<file path="src/rtl/idt_clkgen_prog.sv">
// -----------------------------------------------------------------------------
// idt_clkgen_prog
// Serial programmer for the IDT ICS307 clock synthesizer (vo_clk source).
// Takes a 24-bit config word over a valid/ready handshake and shifts it out
// MSB-first on idt_sclk/idt_data. It then pulses idt_strobe and waits for the
// PLL to settle before it raises locked.
//
// Optional feature macro: IDT_AUTOLOAD_EN
//   defined   : reset lands in SHIFT_LO with DEFAULT_CFG loaded, so the
//               default frequency is programmed right after reset release.
//   undefined : reset lands in IDLE and nothing is shifted until cfg_valid.
// -----------------------------------------------------------------------------
module idt_clkgen_prog #(
  parameter int          CLK_DIV     = 4,
  parameter int          LOCK_CYCLES = 100000,
  parameter logic [23:0] DEFAULT_CFG = 24'h31149F
) (
  input  logic        osc_clk,
  input  logic        osc_reset_,
  input  logic        cfg_valid,
  output logic        cfg_ready,
  input  logic [23:0] cfg_word,
  output logic        idt_sclk,
  output logic        idt_data,
  output logic        idt_strobe,
  output logic        busy,
  output logic        locked
);

  localparam int DIV_W  = $clog2(CLK_DIV + 1);
  localparam int LOCK_W = $clog2(LOCK_CYCLES + 1);

  localparam logic [DIV_W-1:0]  DIV_LAST  = DIV_W'(CLK_DIV - 1);
  localparam logic [LOCK_W-1:0] LOCK_LAST = LOCK_W'(LOCK_CYCLES - 1);
  localparam logic [4:0]        LAST_BIT  = 5'd23;

  typedef enum logic [2:0] {
    ST_IDLE      = 3'd0,
    ST_SHIFT_LO  = 3'd1,
    ST_SHIFT_HI  = 3'd2,
    ST_STROBE    = 3'd3,
    ST_LOCK_WAIT = 3'd4
  } state_t;

`ifdef IDT_AUTOLOAD_EN
  localparam state_t RST_STATE = ST_SHIFT_LO;
  localparam logic   RST_BUSY  = 1'b1;
  localparam logic   RST_DATA  = DEFAULT_CFG[23];
`else
  localparam state_t RST_STATE = ST_IDLE;
  localparam logic   RST_BUSY  = 1'b0;
  localparam logic   RST_DATA  = 1'b0;
`endif

  // The shift register always resets to DEFAULT_CFG. In the non-autoload
  // build this value never reaches the pins, because IDLE reloads it first.
  localparam logic [23:0] RST_SHREG = DEFAULT_CFG;

  state_t              r_state;
  state_t              w_state_nxt;
  logic [23:0]         r_shreg;
  logic [23:0]         w_shreg_nxt;
  logic [4:0]          r_bit_cnt;
  logic [4:0]          w_bit_cnt_nxt;
  logic [DIV_W-1:0]    r_div_cnt;
  logic [DIV_W-1:0]    w_div_nxt;
  logic [LOCK_W-1:0]   r_lock_cnt;
  logic [LOCK_W-1:0]   w_lock_nxt;
  logic                r_strobe_half;
  logic                w_strobe_half_nxt;
  logic                r_sclk;
  logic                w_sclk_nxt;
  logic                r_data;
  logic                w_data_nxt;
  logic                r_strobe;
  logic                w_strobe_nxt;
  logic                r_busy;
  logic                w_busy_nxt;
  logic                r_locked;
  logic                w_locked_nxt;
  logic                w_div_done;
  logic                w_lock_done;

  assign w_div_done  = (r_div_cnt == DIV_LAST);
  assign w_lock_done = (r_lock_cnt == LOCK_LAST);

  assign cfg_ready  = (r_state == ST_IDLE);
  assign idt_sclk   = r_sclk;
  assign idt_data   = r_data;
  assign idt_strobe = r_strobe;
  assign busy       = r_busy;
  assign locked     = r_locked;

  // Next-state, datapath and registered-output next values.
  always_comb begin
    w_state_nxt       = r_state;
    w_shreg_nxt       = r_shreg;
    w_bit_cnt_nxt     = r_bit_cnt;
    w_strobe_half_nxt = r_strobe_half;
    w_busy_nxt        = r_busy;
    w_locked_nxt      = r_locked;
    w_div_nxt         = {DIV_W{1'b0}};
    w_lock_nxt        = {LOCK_W{1'b0}};

    case (r_state)
      ST_IDLE: begin
        if (cfg_valid) begin
          w_state_nxt   = ST_SHIFT_LO;
          w_shreg_nxt   = cfg_word;
          w_bit_cnt_nxt = 5'd0;
          w_locked_nxt  = 1'b0;
          w_busy_nxt    = 1'b1;
        end else begin
          w_state_nxt = ST_IDLE;
        end
      end
      ST_SHIFT_LO: begin
        if (w_div_done) begin
          w_state_nxt = ST_SHIFT_HI;
        end else begin
          w_state_nxt = ST_SHIFT_LO;
        end
      end
      ST_SHIFT_HI: begin
        if (w_div_done) begin
          // Shifting here, when sclk is about to fall, keeps data stable while sclk is high.
          w_shreg_nxt   = {r_shreg[22:0], 1'b0};
          w_bit_cnt_nxt = r_bit_cnt + 5'd1;
          if (r_bit_cnt == LAST_BIT) begin
            w_state_nxt       = ST_STROBE;
            w_strobe_half_nxt = 1'b0;
          end else begin
            w_state_nxt = ST_SHIFT_LO;
          end
        end else begin
          w_state_nxt = ST_SHIFT_HI;
        end
      end
      ST_STROBE: begin
        // Strobe spans two half-periods; r_strobe_half marks the second one.
        if (w_div_done) begin
          if (r_strobe_half) begin
            w_state_nxt = ST_LOCK_WAIT;
          end else begin
            w_strobe_half_nxt = 1'b1;
          end
        end else begin
          w_state_nxt = ST_STROBE;
        end
      end
      ST_LOCK_WAIT: begin
        if (w_lock_done) begin
          w_state_nxt  = ST_IDLE;
          w_locked_nxt = 1'b1;
          w_busy_nxt   = 1'b0;
        end else begin
          w_state_nxt = ST_LOCK_WAIT;
        end
      end
      default: begin
        w_state_nxt  = ST_IDLE;
        w_busy_nxt   = 1'b0;
        w_locked_nxt = 1'b0;
      end
    endcase

    // Counters restart on every state entry and run only in their own states.
    if (w_state_nxt != r_state) begin
      w_div_nxt  = {DIV_W{1'b0}};
      w_lock_nxt = {LOCK_W{1'b0}};
    end else begin
      if (r_state == ST_LOCK_WAIT) begin
        w_lock_nxt = r_lock_cnt + LOCK_W'(1);
      end else begin
        w_lock_nxt = {LOCK_W{1'b0}};
      end
      if ((r_state == ST_SHIFT_LO) || (r_state == ST_SHIFT_HI) || (r_state == ST_STROBE)) begin
        if (w_div_done) begin
          w_div_nxt = {DIV_W{1'b0}};
        end else begin
          w_div_nxt = r_div_cnt + DIV_W'(1);
        end
      end else begin
        w_div_nxt = {DIV_W{1'b0}};
      end
    end

    // Pin values are decoded from the next state, so they register in step with it.
    w_sclk_nxt   = (w_state_nxt == ST_SHIFT_HI);
    w_strobe_nxt = (w_state_nxt == ST_STROBE);
    if ((w_state_nxt == ST_SHIFT_LO) || (w_state_nxt == ST_SHIFT_HI)) begin
      w_data_nxt = w_shreg_nxt[23];
    end else begin
      w_data_nxt = 1'b0;
    end
  end

  // State, datapath and output registers with asynchronous reset.
  always_ff @(posedge osc_clk or negedge osc_reset_) begin
    if (!osc_reset_) begin
      r_state       <= RST_STATE;
      r_shreg       <= RST_SHREG;
      r_bit_cnt     <= 5'd0;
      r_div_cnt     <= {DIV_W{1'b0}};
      r_lock_cnt    <= {LOCK_W{1'b0}};
      r_strobe_half <= 1'b0;
      r_sclk        <= 1'b0;
      r_data        <= RST_DATA;
      r_strobe      <= 1'b0;
      r_busy        <= RST_BUSY;
      r_locked      <= 1'b0;
    end else begin
      r_state       <= w_state_nxt;
      r_shreg       <= w_shreg_nxt;
      r_bit_cnt     <= w_bit_cnt_nxt;
      r_div_cnt     <= w_div_nxt;
      r_lock_cnt    <= w_lock_nxt;
      r_strobe_half <= w_strobe_half_nxt;
      r_sclk        <= w_sclk_nxt;
      r_data        <= w_data_nxt;
      r_strobe      <= w_strobe_nxt;
      r_busy        <= w_busy_nxt;
      r_locked      <= w_locked_nxt;
    end
  end

endmodule

</file>
<file path="config.mk">
export PLATFORM = sky130hd
export DESIGN_NAME = idt_clkgen_prog
export DESIGN_NICKNAME = d
export VERILOG_FILES = /design/src/rtl/idt_clkgen_prog.sv
export SDC_FILE = /design/constraint.sdc
export NUM_CORES = 1
export LEC_CHECK = 0
export ABC_AREA = 1
export ABC_CLOCK_PERIOD_IN_PS = 1600
export BUFFER_PORTS_ARGS = -buffer_cell sky130_fd_sc_hd__buf_2
export CAP_MARGIN = 20
export CORE_MARGIN = 2
export CORE_UTILIZATION = 58
export DETAILED_ROUTE_END_ITERATION = 8
export HOLD_SLACK_MARGIN = 0.02
export PLACE_DENSITY = 0.79
export SLEW_MARGIN = 20
export SYNTH_ARGS = -nofsm -noshare
export SYNTH_HDL_FRONTEND = slang
export SYNTH_SLANG_ARGS = --single-unit
</file>
<file path="constraint.sdc">
create_clock -name osc_clk -period 1.6 [get_ports osc_clk]
set_input_delay 0.4 -clock osc_clk [delete_from_list [all_inputs] [get_ports osc_clk]]
set_output_delay 0.4 -clock osc_clk [all_outputs]
set_load 0.1 [all_outputs]
</file>
After elaboration in Yosys (flattened, before gate mapping):

Index checks and enable logic that the tools add are counted.

* input port bits: 27
* output and inout bits: 6
* flip-flop bits (word level): 58

* add/sub/neg operators: 3
* bitwise logic cells: 1
* reduce and logical (&&, ||, !) cells: 10
* equality and inequality tests: 16
* mux-type cells: 30

Operators with widths (count)
* $mux 24: 2
* $pmux 24 s2: 1
* $mux 17: 2
* $mux 3: 7
* $add 17x1->17 const B: 1
* $eq 17x17->1 const B: 1
* $eq 3x2->1 const B: 5
* $pmux 3 s5: 1
* $mux 5: 2
* $ne 2x2->1 const B: 5
* $pmux 5 s2: 1
* $mux 1: 9
* $eq 3x1->1 const B: 2
* $pmux 1 s3: 2
* $reduce_and 3->1: 2
* $add 5x1->5 const B: 1
* $eq 5x5->1 const B: 1
* $mux 2: 2
* $reduce_and 4->1: 1
* $reduce_bool 2->1: 2
* $add 3x1->3 const B: 1
* $eq 3x3->1 const B: 1
* $logic_not 3->1: 1
* $logic_or 1x1->1: 3
* 4 further kinds: 4

Depth between registers and ports, before layout:

Gate-level depths: netlist of run 1.

* word-level depth: 7
* mapped depth: 11

Worst setup path before layout of run 1:

Ideal clock, no wire load.

* kind: register to register
* start: register r_state[2]
* end: register r_shreg[5]
* arrival: 1.670 ns
* cell stages (with the launch flop): 9
* path slack: -0.156 ns
* required time: 1.513 ns
* clock period less this slack: 1.756 ns
* cells stage by stage: dfrtp_1 > inv_2 > nand2_4 > nor2_4 > nand2_4 > inv_2 > buf_4 > nand2_1 > o211ai_1

* word-level cells in the longest chain between the ends: 3
* elaborated cells between the ends (all ways): 7
* classes of those cells: eq/ne: 3; mux: 1; reduce/logical: 3

Ends and longest elaborated chain
* start, declared: RTL line 59 `state_t r_state;`
* start signal, assigned: RTL line 213 `r_state <= w_state_nxt;`
* $logic_not 3->1 *
* via cfg_ready: RTL line 21 `output logic cfg_ready,`
* $ne 2x2->1 (no line) / $reduce_bool 2->1 (equally long branches)
* $reduce_and 3->1 (no line)
* end signal, assigned: RTL line 214 `r_shreg <= w_shreg_nxt;`
* end, declared: RTL line 61 `logic [23:0] r_shreg;`

The timed path passes the listed nets; every way through them passes the cells marked *.
A chain may end at the register's enable or synchronous reset.

Worst setup path after layout of run 1:

* start: register r_state[2]
* end: output port cfg_ready

* word-level cells in the longest chain between the ends: 1

Ends and longest elaborated chain
* $logic_not 3->1: RTL line 87 `assign cfg_ready = (r_state == ST_IDLE);`
* end, declared: RTL line 21

No other way between the ends.

==> impl_metrics.yaml, run 1 <==
sta:
  grt_setup_unrepaired: "yes"
  clock-skew-final_ns: 0.006119
  relSlewSlack_pct: 67.07
  final_min_period_over_clock_period_pct: 100.4
  timing_hold_violations_final: 0
  final_max_slew_viol_count: 0
  worst-slew-pin-transition_ns: 0.4974
  period_minus_slack_ns: 1.606
  worst_slack_ns: -0.005800
  max_freq_mhz: 622.7
  setup_viol: 1
cells_and_area:
  antenna-diode-count: 0
  nets: 414
  drive_gt1_share_pct: 31.11
  filler_cell_count: 358
  layout.cells.non_filler: 456
  flow.area_growth_from_synthesis_pct: 21.98
floorplan:
  fp.dieArea_sq_um: 5505
  chipHeight_um: 74.20
  core_area_sq_um: 4723
  starting_density_pct: 60.50
  ios: 33
  floorplan.die.width_um: 74.20
  fp-row-count: 25
global_route:
  grt_first_pass_wirelength_um: 10650
  first_global_vias: 2324
  grt_antenna_before_repair: 0
  global_route.usage.total_pct: 25.80
  maximum_number_of_pins_on_one_net_before_global_route_repair: 59
  globalRouteOverflowTotal: 0
clock_network:
  numClockSinks: 58
  cts.path.max_buffers: 2
  cts-hold-fix-buffers: 0
  tritoncts.num_buffers: 9
  clk_root_buffer_cell: "clkbuf_8"
  clkLatencyLatePin_ns: 0.34
  htree_num_levels: 3
  cts.reportedPaths.clkPinSlew_ns: 0.06
  tritoncts: "built"
yosys:
  synth.cells.most_frequent: "68 x nand2_1, 47 x dfrtp_1, 38 x inv_1"
  synth.yosys.seq_area_share_pct: 51.27
  synth.lib_cells_used.distinct: 28
  postSynth.topFlopCell: "dfrtp_1"
  synth_area_sq_um: 2858
  synth.top_cells.by_area: "dfrtp_1 41%, dfstp_2 10%, nand2_1 8.9%"
  synth_async_sr_flop_share_pct: 100.0
  yosys.area.top_type: "dfrtp_1"
  netlist.area_leader.share_pct: 41.16
  avg_cell_area_syn_sq_um: 8.634
  mappedNetlistNets: 361
  synth.ff_latch_count: 58
  netlist_instances: 331
  synth.most_common_cell: "nand2_1"
  yosys_warnings: 0
  number_of_enable_type_register_cells_in_the_synthesized_netlist: 0
power:
  static-leakage-power_nw: 1.608
  power.ir.vdd_worst_mv: 0.6325
  powerDensity_nw_per_um2: 844.3
placement:
  place_hpwl_um: 4282
  dpl.cell_count: 432
  post-place-ws_ns: 0.04702
  placement.io_buffers: 32
  routabilityCongestion: 0.9884
worst_hold_path:
  tightest_hold_check_type: "in2async"
setup_path:
  crit-reg2reg-launch: "r_state[2]$_DFF_PN0_"
  crit_slowest_cell: "dfrtp_1"
  crit_chain: "inv_2 > nand2_4 > nor2_4 > buf_12"
  crit_arrival_ns: 1.21
  reg2regPathDepth: 10
  worstReg2RegEnd: "r_lock_cnt[16]$_DFF_PN0_"
  critPathMaxStageDelay_ns: 0.39
  regToRegSetupSlack_ns: 0.02
  timing.critical_path.from_type: "register"
  path_max_fanout: 5
  cp_data_required_time_ns: 1.20
  critical_path.endpoint_type: "primary output"
  criticalPathCategory: "reg2out"
run_status:
  violations: "negative setup slack"
  run_status: "finished with violations"
detailed_routing:
  num_vias: 2451
  antenna_left: 0
  drc_errors: 0
  average_vias_per_placed_instance: 5.375
  route.detailed.wl_per_inst_um: 13.95
  iteration_0_drc_count_of_the_detailed_router: 160
  drt-pass1-iter-count: 4
  route.final.wire_length_um: 6363
flow_run:
  drv.max_cap_violation_count: 0
sequential cells by signal, indices dropped and copies added (netlist names):
register / cells
r_div_cnt: 3
r_state: 3
r_lock_cnt: 17
idt_strobe: 1
idt_sclk: 1
idt_data: 1
r_strobe_half: 1
locked: 1
r_shreg: 24
r_bit_cnt: 5
busy: 1
how the worst max path moves through the flow:
stage,from,end,slack (ns),cells past startpoint
floorplan,r_state[2]$_DFF_PN0_,r_shreg[20]$_DFFE_PN1P_,-0.13,8
global placement,r_state[1]$_DFF_PN0_,idt_data$_DFF_PN0_,0.09,8
detailed placement,r_div_cnt[0]$_DFF_PN0_,r_lock_cnt[3]$_DFF_PN0_,0.05,10
CTS,r_state[2]$_DFF_PN0_,cfg_ready,-0.01,4
global route,r_state[2]$_DFF_PN0_,r_lock_cnt[16]$_DFF_PN0_,-0.06,10
finish,r_state[2]$_DFF_PN0_,cfg_ready,-0.006,4
metrics by stage:
stage / hold slack (ns) / utilization [%] / area (sq um) / power [mW] / TNS (ns)
after floorplan: 0.1044 / - / 2875 / 1.495 / -2.995
after global placement: 0.4254 / 67.39 / 3183 / 1.562 / 0
after detailed placement: 0.4209 / 67.39 / 3183 / 1.561 / 0
after CTS: 0.06712 / 72.26 / 3413 / 2.967 / -0.01467
after global routing: 0.09508 / 73.80 / 3486 / 3.046 / -0.6738
final: 0.06388 / 73.80 / 3486 / 2.943 / -0.005800
power breakdown:
group | internal, mW | switching (mW)
Combinational | 0.0275 | 0.0382
Sequential | 1.47 | 0
Clock | 0.846 | 0.564
logic make-up after synthesis:
logic type,count (synthesis),synth area share [%]
buffers and inverters,54,7.925
DFF,58,51.27
adders and majority gates,3,1.314
xor gates and xnor gates,1,0.3065
and+or+nand+nor,152,25.35
AOI/OAI and AO/OA,63,13.84
cell usage in the layout, fill, tap and decap left out, types with 2 or more instances in the layout:
cell type and n:
inv_1 37, o21bai_1 2, nor2_4 3, nand2_1 65, o21ai_0 10, nand2_2 4, nor3_1 9, a21oi_1 5
dfstp_2 11, nand4_1 5, nand2_4 5, a21oi_2 3, o21ai_1 17, a22oi_1 11, clkbuf_1 2, buf_2 31
nor2_1 22, clkbuf_8 12, buf_4 14, o211ai_1 11, inv_2 8, nor2_2 17, a21o_1 2, nand3_1 20
dfrtp_1 46, ha_1 2, buf_12 4
routing by layer:
layer	wire length, um	share of wire, %	track usage, %	up-vias
met5	0	0	0	-
met4	119	1.9	11.31	0
met3	335	5.3	5.556	14
met2	2993	47	39.09	74
met1	2914	46	35.99	1164
li1	-	-	-	1199
what timing repair did:
item,CTS,global route
cloned,0,1
setup buffers,3,4
endpoints found under the setup margin,1,16
pin swaps,2,6
resized for setup,0,13
critical path: cells and delay by family, from the launching register on:
kind	cells	cell delay, ns
simple gates	2	0.18
flops	1	0.39
buf+inv	2	0.30
area by class of cell:
| class | count | area [sq um] | area share, % |
|---|---|---|---|
| Multi-Input combinational cell | 220 | 1212 | 34.78 |
| Tap cell | 67 | 83.83 | 2.405 |
| Inverter | 46 | 175.2 | 5.025 |
| Timing Repair Buffer | 49 | 340.3 | 9.763 |
| Clock buffer | 14 | 172.7 | 4.953 |
| Sequential cell | 58 | 1466 | 42.07 |
| Clock inverter | 2 | 35.03 | 1.005 |
(Power assumes the default switching activity.)
==> run 2: changes to the inputs <==
--- a/config.mk
+++ b/config.mk
@@ -7,7 +7,7 @@
 export LEC_CHECK = 0
 export ABC_AREA = 1
 export ABC_CLOCK_PERIOD_IN_PS = 1600
-export BUFFER_PORTS_ARGS = -buffer_cell sky130_fd_sc_hd__buf_2
+export BUFFER_PORTS_ARGS = -buffer_cell sky130_fd_sc_hd__buf_4
 export CAP_MARGIN = 20
 export CORE_MARGIN = 2
 export CORE_UTILIZATION = 58
==> run 2 against run 1 <==
Compared with the run above: the run still ends with negative setup slack left; worst hold slack gained 0.21 ns; utilization grew 2.2 points; critical path depth is the same; highest routed layer unchanged.
==> impl_metrics.yaml, run 2 (synthesis results as in run 1) <==
sta:
  timing_hold_violations_final: 0
  setup_viol: 1
  max_freq_mhz: 622.1
  worst_slack_ns: -0.007552
  grt_setup_unrepaired: "yes"
  fin_tns_setup_ns: -0.007552
  whs_ns: 0.2772
  period_minus_slack_ns: 1.608
  worst-slew-pin-transition_ns: 0.2630
  relSlewSlack_pct: 82.33
  clock-skew-final_ns: 0.006644
  final_max_slew_viol_count: 0
  final_min_period_over_clock_period_pct: 100.5
power:
  powerDensity_nw_per_um2: 826.3
  power.ir.vdd_worst_mv: 0.4800
  static-leakage-power_nw: 1.647
  totalPowerFinal_mw: 2.967
clock_network:
  clkLatencyLatePin_ns: 0.34
  cts.reportedPaths.clkPinSlew_ns: 0.07
  cts.path.max_buffers: 2
  clk_root_buffer_cell: "clkbuf_8"
  tritoncts: "built"
  htree_num_levels: 3
  numClockSinks: 58
  tritoncts.num_buffers: 9
global_route:
  maximum_number_of_pins_on_one_net_before_global_route_repair: 40
  grtUsageMet3_pct: 4.878
  global_route.peak_usage_layer: "met2"
  grt_first_pass_wirelength_um: 10630
  globalRouteOverflowTotal: 0
  first_global_vias: 2367
  grt_antenna_before_repair: 0
  grt_use_met2_pct: 39.48
  gr-usage-met1_pct: 35.89
  global_route.usage.total_pct: 25.92
placement:
  place_hpwl_um: 4466
  placement.io_buffers: 32
  post_dp_cell_area_sq_um: 3251
  routabilityCongestion: 0.8807
cells_and_area:
  largest_registers: "r_shreg: 24 flops, r_lock_cnt: 17 flops, r_bit_cnt: 5 flops"
  flow.area_growth_from_synthesis_pct: 25.66
  post-route-cell-area_sq_um: 3591
  drive_gt1_share_pct: 31.89
  antenna-diode-count: 0
  final_common_cell: "nand2_1"
  regMostFlops: "r_shreg"
  largest_reg_flops: 24
  nets: 417
  layout_common_cells: "64 x nand2_1, 47 x dfrtp_1, 47 x buf_4"
setup_path:
  crit_arrival_ns: 1.21
  critical_path.endpoint_type: "primary output"
  crit_chain: "inv_2 > nand2_4 > nor2_4 > buf_12"
  criticalPathCategory: "reg2out"
  path_max_fanout: 3
  critPathMaxStageDelay_ns: 0.41
  cp_data_required_time_ns: 1.20
  timing.critical_path.from_type: "register"
  crit_slowest_cell: "dfrtp_1"
detailed_routing:
  average_vias_per_placed_instance: 5.314
  route.detailed.wl_per_inst_um: 14.19
  drc_errors: 0
  antenna_left: 0
  num_vias: 2439
  route.final.wire_length_um: 6515
  drt-pass1-iter-count: 4
  iteration_0_drc_count_of_the_detailed_router: 216
worst_hold_path:
  tightest_hold_check_type: "in2reg"
floorplan:
  fp.dieArea_sq_um: 5505
  starting_density_pct: 60.50
  core_area_sq_um: 4723
  fp-row-count: 25
  floorplan.die.width_um: 74.20
  chipHeight_um: 74.20
  ios: 33
run_status:
  run_status: "finished with violations"
  violations: "negative setup slack"
flow_run:
  drv.max_cap_violation_count: 0
-- run 2: path summary, 6_finish.rpt --
kind                                            to            startpoint  slack, ns  cells after the start
setup / recovery                         cfg_ready  r_state[2]$_DFF_PN0_     -0.008                      4
hold / removal              r_shreg[0]$_DFFE_PN1P_           cfg_word[0]       0.28                      3
setup reg to reg           r_lock_cnt[3]$_DFF_PN0_  r_state[0]$_DFF_PN0_       0.08                      9
hold reg to reg                   busy$_DFFE_PN0P_      busy$_DFFE_PN0P_       0.48                      2
min in group asynchronous       locked$_DFFE_PN0P_            osc_reset_       0.48                      2
max in group asynchronous  r_shreg[20]$_DFFE_PN1P_            osc_reset_       0.57                      3
-- run 2: per-layer routing --
metal	part of all wire, %	vias to the layer above	wire length (um)
met2	48	61	3150
met3	4.0	11	259
met5	0	-	0
met4	1.5	0	98
met1	46	1166	3007
li1	-	1201	-
-- run 2: area by class of cell --
| cell class | count | area [sq um] |
|---|---|---|
| Sequential cell | 58 | 1465 |
| Multi-Input combinational cell | 220 | 1220 |
| Fill cell | 339 | 1132 |
| Timing Repair Buffer | 52 | 434.2 |
| Inverter | 46 | 180.2 |
| Clock buffer | 14 | 172.7 |
| Tap cell | 67 | 83.83 |
| Clock inverter | 2 | 35.03 |
-- run 2: what timing repair did --
| item | in CTS | in global routing |
|---|---|---|
| cloned | 0 | 1 |
| buffers inserted | 4 | 3 |
| hold buffers | 1 | 0 |
| resized for setup | 3 | 19 |
| endpoints found under the hold margin | 12 | 0 |
| pin swaps | 1 | 5 |
| endpoints found under the setup margin | 1 | 21 |
-- run 2: power by group --
part           leakage (nW)  switching, mW  total (mW)  internal, mW
sequential            0.714              0        1.47          1.47
combinational         0.826         0.0391      0.0855        0.0464
clock                 0.107          0.568        1.41         0.846
-- run 2: stage by stage --
step / std cells / worst slack, ns / utilization, %
2_1_floorplan: 331 / -0.1331 / -
3_3_place_gp: 434 / 0.1222 / 68.82
3_5_place_dp: 434 / 0.05486 / 68.82
4_1_cts: 455 / 0.01237 / 74.33
5_1_grt: 459 / -0.06246 / 76.03
6_report: 459 / -0.007552 / 76.03
-- run 2: worst max-delay path, delay by kind of cell, from the launching register on --
| kind | cells | cell delay [ns] |
|---|---|---|
| buffers and inverters | 2 | 0.27 |
| and+or+nand+nor | 2 | 0.18 |
| DFF | 1 | 0.41 |
==> run 3: changes to the inputs <==
--- a/config.mk
+++ b/config.mk
@@ -10,10 +10,11 @@
 export BUFFER_PORTS_ARGS = -buffer_cell sky130_fd_sc_hd__buf_4
 export CAP_MARGIN = 20
 export CORE_MARGIN = 2
-export CORE_UTILIZATION = 58
+export CORE_UTILIZATION = 60
+export CTS_BUF_LIST = sky130_fd_sc_hd__clkbuf_8
 export DETAILED_ROUTE_END_ITERATION = 8
 export HOLD_SLACK_MARGIN = 0.02
-export PLACE_DENSITY = 0.79
+export PLACE_DENSITY = 0.82
 export SLEW_MARGIN = 20
 export SYNTH_ARGS = -nofsm -noshare
 export SYNTH_HDL_FRONTEND = slang
==> run 3 against run 2 <==
Compared with the run above: the run now ends clean; final cell count shrank 2.2%; sequential share of layout area shrank 0.29 points; sequential cell count is the same; utilization grew 1.6 points; highest routed layer unchanged.
==> impl_metrics.yaml, run 3 (synthesis results as in run 1) <==
run_status:
  run_status: "finished clean"
global_route:
  maximum_number_of_pins_on_one_net_before_global_route_repair: 31
  globalRouteOverflowTotal: 0
  first_global_vias: 2396
  grt_antenna_before_repair: 0
  global_route.usage.total_pct: 27.17
  grt_first_pass_wirelength_um: 10860
setup_path:
  path_max_fanout: 3
  critical_path.endpoint_type: "primary output"
  crit_arrival_ns: 1.20
  timing.critical_path.from_type: "register"
  cp_data_required_time_ns: 1.20
  criticalPathCategory: "reg2out"
cells_and_area:
  multi_input_area_sq_um: 1250
  filler_cell_count: 318
  drive_gt1_share_pct: 33.67
  layout_common_cells: "64 x nand2_1, 52 x buf_4, 46 x dfrtp_1"
  register_area_sq_um: 1466
  antenna-diode-count: 0
  largest_registers: "r_shreg: 24 flops, r_lock_cnt: 17 flops, r_bit_cnt: 5 flops"
  largest_reg_flops: 24
  final_common_cell: "nand2_1"
  nets: 420
  regMostFlops: "r_shreg"
  flow.area_growth_from_synthesis_pct: 26.66
floorplan:
  fp.dieArea_sq_um: 5331
  floorplan.die.width_um: 73.02
  starting_density_pct: 61.32
  core_area_sq_um: 4661
  fp-row-count: 25
  ios: 33
  chipHeight_um: 73.02
sta:
  final_min_period_over_clock_period_pct: 99.94
  setup_viol: 0
  max_freq_mhz: 625.4
  fin_tns_setup_ns: 0
  relSlewSlack_pct: 72.25
  final_max_slew_viol_count: 0
  period_minus_slack_ns: 1.599
  grt_setup_unrepaired: "yes"
  clock-skew-final_ns: 0.01315
  worst-slew-pin-transition_ns: 0.4163
  whs_ns: 0.2714
  timing_hold_violations_final: 0
detailed_routing:
  drc_errors: 0
  route.final.wire_length_um: 6716
  drt-pass1-iter-count: 4
  met3_length_um: 386
  num_vias: 2509
  iteration_0_drc_count_of_the_detailed_router: 214
  average_vias_per_placed_instance: 5.588
  antenna_left: 0
  wl_met1_um: 2964
  maxUsedRoutingLayer: "met4"
  met2_layer_wire_length_in_the_routed_design_um: 3230
  route.detailed.wl_per_inst_um: 14.96
clock_network:
  htree_num_levels: 3
  clkLatencyLatePin_ns: 0.34
  cts.reportedPaths.clkPinSlew_ns: 0.07
  tritoncts.num_buffers: 9
  clk_root_buffer_cell: "clkbuf_8"
  numClockSinks: 58
  cts.path.max_buffers: 2
  tritoncts: "built"
power:
  powerDensity_nw_per_um2: 826.1
  power.ir.vdd_worst_mv: 0.6025
  p_seq_share_pct: 49.1
  power_dissipated_by_switching_net_loads_mw: 0.6297
  power_frac_comb_pct: 3.0
  cell_internal_pwr_mw: 2.360
  power.share.switching_pct: 21.06
  static-leakage-power_nw: 1.666
  clock_power_share_pct: 47.9
worst_hold_path:
  tightest_hold_check_type: "in2reg"
placement:
  placement.io_buffers: 32
  routabilityCongestion: 0.8931
  place_hpwl_um: 4340
flow_run:
  drv.max_cap_violation_count: 0
## run 3: critical path: stages (launching register included)
cell and delay, ns:
dfrtp_1 0.40, inv_2 0.09, nand2_4 0.08, nor2_4 0.12, buf_12 0.18
## run 3: metal layers
layer / track usage [%] / vias up
met5: 0 / -
met4: 10.29 / 0
met3: 9.254 / 14
met2: 41.64 / 93
met1: 35.77 / 1194
li1: - / 1208
## run 3: path summary, 6_finish.rpt
kind                                          start                 endpoint  slack (ns)  cells past startpoint
min in group asynchronous                osc_reset_  r_lock_cnt[8]$_DFF_PN0_        0.52                      2
max reg2reg                r_bit_cnt[0]$_DFFE_PN0P_   r_div_cnt[1]$_DFF_PN0_        0.06                     11
min                                     cfg_word[0]   r_shreg[0]$_DFFE_PN1P_        0.27                      3
max in group asynchronous                osc_reset_   r_shreg[7]$_DFFE_PN1P_        0.52                      3
min reg2reg                  r_div_cnt[0]$_DFF_PN0_   r_div_cnt[0]$_DFF_PN0_        0.45                      1
max                            r_state[0]$_DFF_PN0_                cfg_ready       0.001                      4
## run 3: what timing repair did
item | CTS | global route
gates cloned | 0 | 1
setup buffers | 6 | 3
gates resized for setup | 4 | 24
pin swaps | 1 | 4
hold buffers | 1 | 0
setup endpoints to repair | 1 | 24
hold endpoints to repair | 27 | 0
## run 3: through the flow
step / power (mW) / area, sq um / worst slack, ns / util [%] / instances
3_5_place_dp: 1.585 / 3237 / 0.04595 / 69.45 / 423
6_report: 2.990 / 3620 / 0.001039 / 77.66 / 449
2_1_floorplan: 1.495 / 2875 / -0.1331 / - / 331
4_1_cts: 3.014 / 3513 / 0.003496 / 75.38 / 445
5_1_grt: 3.085 / 3620 / -0.04374 / 77.66 / 449
3_3_place_gp: 1.584 / 3237 / 0.1106 / 69.45 / 423
## run 3: area by class of cell
type / instances / share of cell area (%)
clock buffer: 12 / 4.563
tap: 54 / 1.867
clock inverter: 4 / 1.383
inverter: 46 / 4.978
sequential: 58 / 40.51
multi-input combinational: 220 / 34.53
timing repair buffer: 55 / 12.17
## run 3: power groups by stage
stage	sequential [mW]	clock, mW	combinational, mW
final	1.47	1.43	0.0908
after global routing	1.47	1.52	0.101
after CTS	1.47	1.45	0.0931
after detailed placement	1.49	0	0.0907
after global placement	1.49	0	0.0903
after floorplan	1.49	0	0.000873
